$ cat src/rtl/mire_writer_pkg.sv
// Types and defaults private to the test-pattern writer.
package mire_writer_pkg;

  localparam int BURST_DEFAULT = 64;
  localparam int PAUSE_DEFAULT = 1;

  typedef enum logic {
    ST_WRITE = 1'b0,
    ST_PAUSE = 1'b1
  } state_e;

endpackage

$ cat src/rtl/video_pkg.sv
// Video definitions shared by the test-pattern writer and the display controller:
// frame geometry defaults, colours and the test-pattern pixel function.
package video_pkg;

  localparam int HDISP_DEFAULT = 800;
  localparam int VDISP_DEFAULT = 480;

  localparam logic [23:0] WHITE = 24'hFFFFFF;
  localparam logic [23:0] BLACK = 24'h000000;

  // White grid line on every 16th column and row, black elsewhere.
  function automatic logic [23:0] mire_rgb(input logic [15:0] x, input logic [15:0] y);
    if (((x & 16'h000F) == 16'h0000) || ((y & 16'h000F) == 16'h0000)) begin
      return WHITE;
    end
    return BLACK;
  endfunction

endpackage

$ cat src/rtl/mire_writer.sv
// Wishbone classic-cycle master that endlessly paints the grid test pattern into
// the framebuffer, releasing cyc after every BURST writes so the display reader gets the bus.
module mire_writer
  import video_pkg::*;
  import mire_writer_pkg::*;
#(
  parameter int HDISP = HDISP_DEFAULT,
  parameter int VDISP = VDISP_DEFAULT,
  parameter int BURST = BURST_DEFAULT,
  parameter int PAUSE = PAUSE_DEFAULT
) (
  input  logic        clk_i,
  input  logic        rst_i,
  output logic [31:0] wshb_adr_o,
  output logic [31:0] wshb_dat_ms_o,
  output logic        wshb_we_o,
  output logic [3:0]  wshb_sel_o,
  output logic        wshb_stb_o,
  output logic        wshb_cyc_o,
  output logic [2:0]  wshb_cti_o,
  output logic [1:0]  wshb_bte_o,
  input  logic        wshb_ack_i,
  input  logic [31:0] wshb_dat_sm_i,
  output logic [7:0]  frame_cnt_o
);

  localparam int BW = (BURST > 1) ? $clog2(BURST) : 1;
  localparam int PW = (PAUSE > 1) ? $clog2(PAUSE) : 1;

  localparam logic [15:0]   X_LAST = 16'(HDISP - 1);
  localparam logic [15:0]   Y_LAST = 16'(VDISP - 1);
  localparam logic [BW-1:0] B_LAST = BW'(BURST - 1);
  localparam logic [PW-1:0] P_LAST = PW'(PAUSE - 1);

  state_e        state_q, state_d;
  logic [15:0]   x_q, x_d;
  logic [15:0]   y_q, y_d;
  logic [31:0]   adr_q, adr_d;
  logic [BW-1:0] burst_q, burst_d;
  logic [PW-1:0] pause_q, pause_d;
  logic [7:0]    frame_q, frame_d;
  logic          cyc_q, cyc_d;

  // Read data is never consumed by a write-only master.
  logic unused_dat_sm;
  assign unused_dat_sm = ^wshb_dat_sm_i;

  always_ff @(posedge clk_i) begin
    if (rst_i) begin
      state_q <= ST_WRITE;
      x_q     <= '0;
      y_q     <= '0;
      adr_q   <= '0;
      burst_q <= '0;
      pause_q <= '0;
      frame_q <= '0;
      cyc_q   <= 1'b0;
    end else begin
      state_q <= state_d;
      x_q     <= x_d;
      y_q     <= y_d;
      adr_q   <= adr_d;
      burst_q <= burst_d;
      pause_q <= pause_d;
      frame_q <= frame_d;
      cyc_q   <= cyc_d;
    end
  end

  always_comb begin
    state_d = state_q;
    x_d     = x_q;
    y_d     = y_q;
    adr_d   = adr_q;
    burst_d = burst_q;
    pause_d = pause_q;
    frame_d = frame_q;
    cyc_d   = cyc_q;
    case (state_q)
      ST_WRITE: begin
        cyc_d = 1'b1;
        // Gate on cyc_q so an ack seen while cyc is still low after reset is ignored.
        if (cyc_q && wshb_ack_i) begin
          if (x_q == X_LAST) begin
            x_d = '0;
            if (y_q == Y_LAST) begin
              y_d     = '0;
              adr_d   = '0;
              frame_d = frame_q + 8'd1;
            end else begin
              y_d   = y_q + 16'd1;
              adr_d = adr_q + 32'd4;
            end
          end else begin
            x_d   = x_q + 16'd1;
            adr_d = adr_q + 32'd4;
          end
          if (burst_q == B_LAST) begin
            burst_d = '0;
            pause_d = '0;
            state_d = ST_PAUSE;
            cyc_d   = 1'b0;
          end else begin
            burst_d = burst_q + BW'(1);
          end
        end
      end
      ST_PAUSE: begin
        cyc_d = 1'b0;
        if (pause_q == P_LAST) begin
          state_d = ST_WRITE;
          cyc_d   = 1'b1;
        end else begin
          pause_d = pause_q + PW'(1);
        end
      end
      default: begin
        state_d = ST_WRITE;
        cyc_d   = 1'b0;
      end
    endcase
  end

  assign wshb_adr_o    = adr_q;
  assign wshb_dat_ms_o = {8'h00, mire_rgb(x_q, y_q)};
  assign wshb_we_o     = 1'b1;
  assign wshb_sel_o    = 4'b1111;
  assign wshb_stb_o    = cyc_q;
  assign wshb_cyc_o    = cyc_q;
  assign wshb_cti_o    = 3'b000;
  assign wshb_bte_o    = 2'b00;
  assign frame_cnt_o   = frame_q;

endmodule
$ cat config.mk
export PLATFORM = sky130hd
export DESIGN_NAME = mire_writer
export DESIGN_NICKNAME = d
export VERILOG_FILES = /design/src/rtl/mire_writer_pkg.sv /design/src/rtl/video_pkg.sv /design/src/rtl/mire_writer.sv
export SDC_FILE = /design/constraint.sdc
export NUM_CORES = 1
export LEC_CHECK = 0
export BUFFER_PORTS_ARGS = -buffer_cell sky130_fd_sc_hd__buf_2
export CAP_MARGIN = 20
export CORE_UTILIZATION = 47
export DETAILED_ROUTE_END_ITERATION = 8
export GPL_ROUTABILITY_DRIVEN = 1
export GPL_TIMING_DRIVEN = 1
export PLACE_DENSITY = 0.77
export SLEW_MARGIN = 20
export SYNTH_ARGS = -nofsm -noshare
export SYNTH_HDL_FRONTEND = slang
export SYNTH_SLANG_ARGS = --single-unit
$ cat constraint.sdc
create_clock -name clk_i -period 2.2 [get_ports clk_i]
set_input_delay 0.11 -clock clk_i [delete_from_list [all_inputs] [get_ports clk_i]]
set_output_delay 0.11 -clock clk_i [all_outputs]
set_load 0.1 [all_outputs]
==> results.toml, run 1 <==
[finish]
nets = 557
syn2layout_area_growth_pct = 11.5
ff_latch_area_um2 = 1590
drive_gt1_share_pct = 24.6
num_antenna_cells = 0
final_util_pct = 54.2
fillerInstances = 774
multi_input_area_um2 = 2070
postLayoutCellArea_um2 = 4480

[place]
io_buffers = 66
dp_slack_ps = 126
placed_area_um2 = 4220
gp_congestion = 0.827
dp_hpwl_um = 5750

[synthesis]
async_flop_share_pct = 0
ys.flop_type = "dfxtp_1"
synth.avg_cell_area_um2 = 8.49
synth_common_cells = "78 x dfxtp_1, 75 x nor2_1, 49 x buf_4"
yosys.area.top_type_share_pct = 38.9
synthesis.area_um2 = 4010
synthCells = 473
synth_warnings = 0
ys_types = 53
synth_top_cell_by_area = "dfxtp_1"
ys_seq_area_share_pct = 38.9
synth_area_leaders = "dfxtp_1 39%, buf_4 9.2%, nor2_1 7.0%, xnor2_1 6.3%, xor2_1 6.3%"
synth.most_common_cell = "dfxtp_1"
ys_ff_latch = 78
synth_edf_count = 0

[critical_path]
required_ps = 2450
arrival_ps = 2300
path_class = "flop to flop"
cp-startpoint = "y_q[1]"
r2r-start = "y_q[1]"
r2r_cells = 6
path_depth = 6
crit_fanout = 4
startpoint_type = "flop"
crit_chain = "ha_1 > nor4bb_4 > nand4_1 > nor3_4 > nor3b_2 > mux2_2"
max_stage_delay_ps = 380
critical-path-top-delay-family = "simple AND/OR/NAND/NOR gates"
worstSetupEndpointType = "flop"
slowest_stage = "dfxtp_1"
critPathBufInv = 0

[floorplanning]
start_util_pct = 48.6
pin_count = 119
dieArea_um2 = 8910
core-area_um2 = 8260
die_y_um = 94.4
die_width_um = 94.4
rows = 33

[grt]
gr-total-overflow = 0
grtUsageTotal_pct = 18.7
grt_first_pass_wirelength_um = 13000
grt_max_degree = 36
antenna_found_initial = 0
first_global_vias = 2856

[detailed_routing]
wl_um = 7930
drc = 0
drt-initial-drc-count = 176
firstDrtPassIters = 4
antenna_left = 0
wl_per_cell_um = 12.7
routed_via_density = 5.18
vias = 3235

[job]
drv_cap = 0

[status]
status = "finished clean"

[timing]
hold_slack_ps = 167
tns_ps = 0
fin_crit_ps = 2050
setup_viol = 0
drv_slew = 0
finalHoldViolCount = 0
rsz0062_at_grt = "no"
fin_skew_ps = 10.2
period_share_pct = 93.4
setup_ws_ps = 146
max_freq_mhz = 487

[clocking]
cts_sinks = 78
clk_latency_ps = 360
cts_hold_buf = 0
max-clock-path-buffers = 2
cts.clk_slew.worst_paths_ps = 80
cts_root_buffer = "clkbuf_8"
cts_tree = "yes"
h-tree-depth = 3
cts_buffers = 9

[min_path]
hp-class = "primary input to flop"
min_from = "rst_i"
whs_path_depth = 2

[pwr]
irDropWorstVdd_v = 0.000287
power.density_nw_per_um2 = 642
p_leak_uw = 0.00172
per-layer routing:
layer  track usage, %  vias to the layer above  wire [um]
met1             21.7                     1543       3510
met3             5.80                        9        274
met5                0                        -          0
met2             32.3                       65       4030
met4             6.79                        0        112
li1                 -                     1618          -
power breakdown:
| part | internal (uW) | switching [uW] | total (uW) | leakage, uW |
|---|---|---|---|---|
| registers | 1420 | 12.2 | 1430 | 0.000639 |
| logic | 31.1 | 246 | 277 | 0.000969 |
| clock network | 644 | 522 | 1170 | 0.000108 |
| total | 2100 | 780 | 2880 | 0.00172 |
cells by family after synthesis:
family | Yosys count | share of synthesized area [%]
AO/OA/AOI/OAI | 31 | 4.80
buffers and inverters | 77 | 12.1
flip-flops | 78 | 38.9
other | 2 | 0.187
AND/OR/NAND/NOR | 218 | 28.7
adder cells (fa/ha/maj) | 7 | 2.18
XOR/XNOR | 58 | 12.7
multiplexers | 2 | 0.530
stage by stage:
| step | cells | total power [uW] |
|---|---|---|
| after floorplan | 491 | 1740 |
| after global placement | 608 | 1740 |
| after detailed placement | 608 | 1740 |
| after CTS | 624 | 2900 |
| after global routing | 625 | 2980 |
| final | 625 | 2880 |
worst paths after layout:
| path | to | slack, ps |
|---|---|---|
| max | frame_cnt_o[6] | 150 |
| min | y_q[4] | 170 |
| max reg2reg | frame_cnt_o[6] | 150 |
| min reg2reg | burst_q[1] | 490 |
worst register-to-register path: stages, from the launching register on:
cell      delay, ps
dfxtp_1         380
ha_1            220
nor4bb_4        280
nand4_1         220
nor3_4          280
nor3b_2         210
mux2_2          350
flip-flops by register name, summed over array words and instances, names as in the netlist:
name	cells
wshb_adr_o	30
state_q	1
x_q	16
frame_cnt_o	8
wshb_cyc_o	1
burst_q	6
y_q	16
area by class of cell:
class / instances / share of cell area, %
Inverter: 15 / 1.26
Multi-Input combinational cell: 336 / 46.3
Clock buffer: 11 / 2.93
Clock inverter: 5 / 1.84
Tap cell: 105 / 2.93
Sequential cell: 78 / 35.6
Timing Repair Buffer: 75 / 9.17
cell usage in the layout, fill, tap and decap left out, types with 5 or more instances in the layout:
| cell | netlist | layout |
|---|---|---|
| a21oi_1 | 13 | 13 |
| and3_1 | 8 | 8 |
| and4_1 | 6 | 5 |
| buf_2 | 3 | 66 |
| buf_4 | 49 | 8 |
| clkbuf_8 | 0 | 9 |
| conb_1 | 2 | 20 |
| dfxtp_1 | 78 | 60 |
| dfxtp_2 | 0 | 15 |
| ha_1 | 7 | 7 |
| inv_1 | 15 | 15 |
| nand2_1 | 22 | 22 |
| nand3_1 | 29 | 29 |
| nand4_1 | 21 | 21 |
| nor2_1 | 75 | 75 |
| nor3_1 | 10 | 10 |
| nor4_1 | 8 | 7 |
| o21ai_0 | 8 | 8 |
| or3_1 | 11 | 11 |
| xnor2_1 | 29 | 29 |
| xor2_1 | 29 | 29 |
timing repair:
item / in CTS / in global routing
buffers inserted: 0 / 1
hold endpoints to repair: 0 / 0
gates resized for setup: 0 / 8
setup endpoints to repair: 0 / 38
Power figures use the tool's default switching activity.
==> run 2, diff against run 1 <==
--- a/config.mk
+++ b/config.mk
@@ -7,11 +7,12 @@
 export LEC_CHECK = 0
 export BUFFER_PORTS_ARGS = -buffer_cell sky130_fd_sc_hd__buf_2
 export CAP_MARGIN = 20
-export CORE_UTILIZATION = 47
+export CORE_UTILIZATION = 52
 export DETAILED_ROUTE_END_ITERATION = 8
 export GPL_ROUTABILITY_DRIVEN = 1
 export GPL_TIMING_DRIVEN = 1
-export PLACE_DENSITY = 0.77
+export PLACE_DENSITY = 0.8
+export SKIP_CTS_REPAIR_TIMING = 1
 export SLEW_MARGIN = 20
 export SYNTH_ARGS = -nofsm -noshare
 export SYNTH_HDL_FRONTEND = slang
==> constraint.sdc (replaced) <==
create_clock -name clk_i -period 2.3 [get_ports clk_i]
set_input_delay 0.115 -clock clk_i [delete_from_list [all_inputs] [get_ports clk_i]]
set_output_delay 0.115 -clock clk_i [all_outputs]
set_load 0.1 [all_outputs]
==> results.toml, run 2 (synthesis gave the netlist of run 1 again) <==
[status]
status = "finished clean"

[detailed_routing]
firstDrtPassIters = 6
vias = 3239
wl_per_cell_um = 12.6
antenna_left = 0
drt-initial-drc-count = 157
routed_via_density = 5.25
drc = 0
wl_um = 7790

[timing]
fin_skew_ps = 9.92
max_freq_mhz = 469
finalHoldViolCount = 0
fin_crit_ps = 2130
period_share_pct = 92.8
rsz0062_at_grt = "no"
drv_slew = 0
hold_slack_ps = 162
tns_ps = 0
setup_viol = 0

[grt]
grtUsageTotal_pct = 20.1
antenna_found_initial = 0
gr-total-overflow = 0
grt_first_pass_wirelength_um = 13500
grt_max_degree = 35
first_global_vias = 3045

[finish]
drive_gt1_share_pct = 23.2
final_cell_mix = "75 x nor2_1, 66 x buf_2, 65 x dfxtp_1"
finalNonFillerCells = 617
num_antenna_cells = 0
nets = 555
final_common_cell = "nor2_1"
syn2layout_area_growth_pct = 9.76
fillerInstances = 648
largest_reg_flops = 30

[clocking]
cts_sinks = 78
cts.clk_slew.worst_paths_ps = 80
clk_latency_ps = 350
cts_buffers = 9
h-tree-depth = 3
cts_tree = "yes"
cts_root_buffer = "clkbuf_8"
max-clock-path-buffers = 2

[floorplanning]
rows = 31
pin_count = 119
start_util_pct = 54.5
dieArea_um2 = 8070
die_y_um = 89.9
die_width_um = 89.9
core-area_um2 = 7370

[min_path]
hp-class = "primary input to flop"

[critical_path]
startpoint_type = "flop"
required_ps = 2580
worstSetupEndpointType = "flop"
path_class = "flop to flop"
arrival_ps = 2410
crit_fanout = 13

[pwr]
p_leak_uw = 0.00168
power.density_nw_per_um2 = 611
irDropWorstVdd_v = 0.000416
p_total_uw = 2690

[place]
dp_hpwl_um = 5470
io_buffers = 66
placed_cells = 601
gp_congestion = 0.824

[job]
drv_cap = 0
## run 2: cell count changes in the layout (fill, tap and decap cells not counted), moves of 2 or more
cell and change:
dfxtp_2 -2, dfxtp_1 +5, buf_4 -2, clkinv_4 +2, clkbuf_1 -2, clkinvlp_4 +2, dfxtp_4 -3
## run 2: final cells by class
cell class	instances	area (um^2)	area share, %
clock buffers	10	138	3.12
multi-input cells	336	2040	46.4
repair buffers	73	395	8.97
flip-flops and latches	78	1580	35.8
well taps	99	124	2.81
clock inverters	6	71.3	1.62
inverters	15	56.3	1.28
## run 2: critical path, cell delays in order, from the launching register on
cell	delay [ps]
dfxtp_1	400
ha_1	210
and4_1	300
nand2_2	150
or3_4	490
or3_1	360
a21oi_1	150
## run 2: stage by stage
step                      setup slack, ps  cell area [um^2]  utilization, %
after floorplan                      7.83              4100               -
final                                 166              4410            59.8
after global routing                 15.1              4410            59.8
after detailed placement              196              4200            56.9
after CTS                             130              4400            59.8
after global placement                256              4200            56.9
## run 2: metal layers
layer  vias up  wire length [um]  track usage [%]
met3        17               289             5.75
met5         -                 0                0
li1       1621                 -                -
met4         0               143             8.60
met2        75              3930             35.3
met1      1526              3430             22.7
## run 2: path summary, 6_finish.rpt
kind                                    start             end  slack (ps)  cells after the start
worst max-delay path                   x_q[0]         y_q[11]         170                      6
worst min-delay path                    rst_i  frame_cnt_o[0]         160                      2
worst max register to register         x_q[0]         y_q[11]         170                      6
worst min register to register  wshb_adr_o[3]   wshb_adr_o[3]         480                      2
## run 2: power breakdown
part	internal (uW)	switching, uW
Sequential	1360	11.6
Combinational	28.2	235
Clock	536	521
Total	1920	768
